### src/rtl/uart_tx.sv
// 8N1 UART transmitter with a one-entry holding buffer so consecutive bytes go out with no idle gap.
// txd is registered: each transition writes the line level for the state being entered.
module uart_tx #(
  parameter int CLK_DIV = 16
) (
  input  logic       clk,
  input  logic       reset,
  input  logic [7:0] tx_data,
  input  logic       tx_valid,
  output logic       tx_ready,
  output logic       txd,
  output logic       tx_busy
);

  localparam int CW = (CLK_DIV > 1) ? $clog2(CLK_DIV) : 1;
  localparam logic [CW-1:0] CNT_LAST = CW'(CLK_DIV - 1);

  localparam logic [1:0] S_IDLE  = 2'd0;
  localparam logic [1:0] S_START = 2'd1;
  localparam logic [1:0] S_DATA  = 2'd2;
  localparam logic [1:0] S_STOP  = 2'd3;

  logic [1:0]    state;
  logic [CW-1:0] baud_cnt;
  logic [2:0]    bit_idx;
  logic [7:0]    shift_reg;
  logic [7:0]    hold_data;
  logic          hold_full;
  logic          bit_end;
  logic          accept;
  logic          load;

  assign bit_end  = (baud_cnt == CNT_LAST);
  assign accept   = tx_valid & ~hold_full;
  // load needs full and accept needs !full, so the two never coincide
  assign load     = hold_full & ((state == S_IDLE) | ((state == S_STOP) & bit_end));
  assign tx_ready = ~hold_full;
  assign tx_busy  = (state != S_IDLE) | hold_full;

  // Data path: buffer and shifter carry no reset; hold_full alone decides whether hold_data is live
  always_ff @(posedge clk) begin
    if (accept) begin
      hold_data <= tx_data;
    end
    if (load) begin
      shift_reg <= hold_data;
    end else if ((state == S_DATA) && bit_end) begin
      shift_reg <= shift_reg >> 1;
    end
  end

  // Control path
  always_ff @(posedge clk) begin
    if (reset) begin
      state     <= S_IDLE;
      baud_cnt  <= '0;
      bit_idx   <= '0;
      hold_full <= 1'b0;
      txd       <= 1'b1;
    end else begin
      if (load) begin
        hold_full <= 1'b0;
      end else if (accept) begin
        hold_full <= 1'b1;
      end

      case (state)
        S_IDLE: begin
          baud_cnt <= '0;
          if (hold_full) begin
            state <= S_START;
            txd   <= 1'b0;
          end else begin
            txd <= 1'b1;
          end
        end
        S_START: begin
          if (bit_end) begin
            state    <= S_DATA;
            baud_cnt <= '0;
            bit_idx  <= '0;
            txd      <= shift_reg[0];
          end else begin
            baud_cnt <= baud_cnt + CW'(1);
          end
        end
        S_DATA: begin
          if (bit_end) begin
            baud_cnt <= '0;
            if (bit_idx == 3'd7) begin
              state <= S_STOP;
              txd   <= 1'b1;
            end else begin
              // shift_reg[1] is the bit that lands in [0] on this same edge
              bit_idx <= bit_idx + 3'd1;
              txd     <= shift_reg[1];
            end
          end else begin
            baud_cnt <= baud_cnt + CW'(1);
          end
        end
        S_STOP: begin
          if (bit_end) begin
            baud_cnt <= '0;
            if (hold_full) begin
              state <= S_START;
              txd   <= 1'b0;
            end else begin
              state <= S_IDLE;
              txd   <= 1'b1;
            end
          end else begin
            baud_cnt <= baud_cnt + CW'(1);
          end
        end
        default: begin
          state <= S_IDLE;
          txd   <= 1'b1;
        end
      endcase
    end
  end

endmodule

### config.mk
export PLATFORM = sky130hd
export DESIGN_NAME = uart_tx
export DESIGN_NICKNAME = d
export VERILOG_FILES = /design/src/rtl/uart_tx.sv
export SDC_FILE = /design/constraint.sdc
export NUM_CORES = 1
export LEC_CHECK = 0
export ABC_AREA = 1
export CELL_PAD_IN_SITES_DETAIL_PLACEMENT = 1
export CELL_PAD_IN_SITES_GLOBAL_PLACEMENT = 2
export CORE_UTILIZATION = 30
export CTS_CLUSTER_DIAMETER = 50
export DETAILED_ROUTE_END_ITERATION = 8
export PLACE_DENSITY = 0.71
export SYNTH_ARGS = -nofsm -noshare
export SYNTH_HDL_FRONTEND = slang
export SYNTH_SLANG_ARGS = --single-unit
### constraint.sdc
create_clock -name clk -period 1.45 [get_ports clk]
set_input_delay 0.29 -clock clk [delete_from_list [all_inputs] [get_ports clk]]
set_output_delay 0.29 -clock clk [all_outputs]
set_load 0.03 [all_outputs]
==> impl_metrics.env <==
export IMPL_p_per_area_nw_per_um2=1480
export IMPL_numCtsBuffers=3
export IMPL_path_delay_family="flip-flops"
export IMPL_antenna_found_initial=0
export IMPL_cpPeakStageDelay_ns=0.37
export IMPL_rsz0062_at_grt="false"
export IMPL_p_leak_nw=0.644
export IMPL_async_flop_share_pct=0
export IMPL_internal_power_mw=1.50
export IMPL_hpwl_um=1980
export IMPL_placed_cell_area_um2=1470
export IMPL_clk_latency_ns=0.28
export IMPL_required_ns=1.16
export IMPL_routedWlPerCell_um=12.4
export IMPL_vias=897
export IMPL_synthesis_nets=149
export IMPL_clk_pin_slew_ns=0.10
export IMPL_area_growth_pct=26.6
export IMPL_yosysWarnings=0
export IMPL_dp_cells=199
export IMPL_die_x_um=65.9
export IMPL_start_kind="register"
export IMPL_p_switching_mw=0.793
export IMPL_port_buffers=13
export IMPL_p_seq_share_pct=45.2
export IMPL_yosys_cell_types_count=18
export IMPL_fin_crit_sh_pct=95.9
export IMPL_worst_slew_pin_slew_ns=0.307
export IMPL_n_fill_cell=457
export IMPL_cp_depth=4
export IMPL_gr_total_overflow=0
export IMPL_root_buffer="clkbuf_8"
export IMPL_row_count=22
export IMPL_postRouteAntennaNets=0
export IMPL_diodes=0
export IMPL_initial_core_util_pct=32.3
export IMPL_wirelength_um=2510
export IMPL_synth_area_leaders="edfxtp_1 39%, dfxtp_1 18%, nand2_1 13%"
export IMPL_drc=0
export IMPL_grt_use_total_pct=13.5
export IMPL_status="complete, no violations"
export IMPL_arrival_ns=1.10
export IMPL_fin_nets=175
export IMPL_firstDrtPassIters=4
export IMPL_final_max_slew_viol_count=0
export IMPL_setup_worst_path_class="reg2out"
export IMPL_cpMaxStageDelayCell="dfxtp_4"
export IMPL_maxCapViolations=0
export IMPL_setup_viol=0
export IMPL_hold_viol_final=0
export IMPL_grt_max_degree=17
export IMPL_synth_top_area_share_pct=39.2
export IMPL_crit_chain="inv_4 -> ha_4 -> nand2_2 -> buf_4"
export IMPL_first_iter_violations=19
export IMPL_htree_levels=1
export IMPL_whs_ns=0.481
export IMPL_cts_tree="built"
export IMPL_core_area_um2=3800
export IMPL_timing_fmax_mhz=719
export IMPL_drive_gt1_share_pct=21.3
export IMPL_synth_commonest_cells="42 x nand2_1, 16 x edfxtp_1, 14 x nor2_1, 13 x inv_1, 11 x dfxtp_1"
export IMPL_routed_via_density=4.42
export IMPL_crit_buf_inv=2
export IMPL_synth_area_leader_cell="edfxtp_1"
export IMPL_post_cts_repair_setup_buffers=0
export IMPL_syn_area_um2=1230
export IMPL_worstRegToRegCells=5
export IMPL_finClkSkew_ns=0.00368
export IMPL_fin_area_um2=1550
export IMPL_hold_class="reg2reg"
export IMPL_gp_congestion=0.766
export IMPL_fp_dieH_um=65.9
export IMPL_relSlewSlack_pct=79.6
export IMPL_vdd_drop_max_mv=0.482
export IMPL_clock_sinks=27
export IMPL_p_comb_share_pct=35.5
export IMPL_yosys_cell_count_top_type="nand2_1"
export IMPL_switching_share_pct=34.6
export IMPL_grt_pass1_wl_um=4270
export IMPL_tns_ns=0
export IMPL_syn_area_per_cell_um2=9.43
export IMPL_clockBufferDepth=2
export IMPL_synth_edf_count=16
export IMPL_netlist_instances=130
export IMPL_crit_path_max_fanout=4
export IMPL_grt_pass1_vias=913
export IMPL_synth_seq_cells=27
export IMPL_finalCriticalPeriod_ns=1.39
export IMPL_ys_flop_type="edfxtp_1"
export IMPL_worstSetupEndpointType="primary output"
export IMPL_dieArea_um2=4350
export IMPL_ios=14
export IMPL_ys_seq_area_share_pct=57.1
export IMPL_fin_cells=203
export IMPL_hold_depth=2
export IMPL_clock_power_share_pct=19.3
==> final cells by class <==
class                      instances  area, um2  area share (%)
clock buffer                       3       41.3            2.66
clock inverter                     1       7.51           0.483
inverter                          14       57.6            3.71
multi-input combinational         88        487            31.3
sequential                        27        707            45.5
tap                               48       60.1            3.87
timing repair buffer              22        193            12.4
==> cell usage in the layout (no fill, tap or decap) <==
master | Yosys | layout
inv_2 | 0 | 2
nor2_1 | 14 | 13
dfxtp_1 | 11 | 8
nand3_2 | 1 | 1
inv_4 | 1 | 2
nor2_2 | 2 | 3
clkdlybuf4s50_1 | 0 | 10
o21bai_1 | 1 | 1
nand2_4 | 0 | 1
clkinvlp_4 | 0 | 1
o21ai_4 | 1 | 1
dfxtp_4 | 0 | 1
o21ai_0 | 3 | 3
dfxtp_2 | 0 | 2
nand2_1 | 42 | 41
a31oi_1 | 1 | 1
ha_1 | 8 | 5
ha_4 | 0 | 1
clkbuf_8 | 0 | 3
nand2_2 | 3 | 3
buf_4 | 0 | 10
inv_1 | 13 | 10
dlygate4sd2_1 | 0 | 2
edfxtp_1 | 16 | 16
ha_2 | 0 | 2
nand3_1 | 5 | 5
a21oi_1 | 5 | 5
nand4_1 | 2 | 2
==> what timing repair did <==
action,4_1_cts,5_1_grt
hold buffers,0,0
pin swaps,1,0
endpoints found under the setup margin,18,14
endpoints found under the hold margin,0,0
resized for setup,7,9
==> cell families (layout without fill, tap and decap cells) <==
family	count (synthesis)	count (layout)	synth area share (%)
DFF	27	27	57.1
AOI/OAI and AO/OA	11	11	5.71
buffers and inverters	15	40	5.41
and+or+nand+nor	69	69	23.6
adders and majority gates	8	8	8.16
==> tightest hold or removal path: cells and delay by family (launching register included) <==
kind | cells | cell delay (ns)
simple gates | 1 | 0.06
flops | 1 | 0.33
compound gates | 1 | 0.05
==> power by group through the flow <==
| stage | clock, mW | sequential (mW) | combinational, mW |
|---|---|---|---|
| final | 0.443 | 1.04 | 0.814 |
| after CTS | 0.461 | 1.03 | 0.809 |
| after global placement | 0 | 1.03 | 0.769 |
| after detailed placement | 0 | 1.04 | 0.785 |
| after global routing | 0.491 | 1.05 | 0.926 |
| after floorplan | 0 | 1.05 | 0.505 |
==> final timing paths <==
path | slack (ns) | to | start
max | 0.06 | tx_busy | state[1]
min reg2reg | 0.48 | bit_idx[1] | bit_idx[1]
min | 0.48 | bit_idx[1] | bit_idx[1]
max reg2reg | 0.10 | shift_reg[2] | state[1]
==> through the flow <==
step	total power, mW	setup slack, ns	utilization, %
2_1_floorplan	1.55	0.0258	-
3_3_place_gp	1.80	0.0499	38.8
3_5_place_dp	1.83	-0.0306	38.8
4_1_cts	2.30	0.0152	40.4
5_1_grt	2.47	0.00846	40.9
6_report	2.29	0.0600	40.9
==> per-layer routing <==
layer	track usage [%]	wire [um]	vias to the layer above
met5	0	0	-
met4	5.59	44	0
met3	2.59	64	5
met2	21.4	1140	10
met1	17.8	1270	411
li1	-	-	471
(Power assumes the default switching activity.)
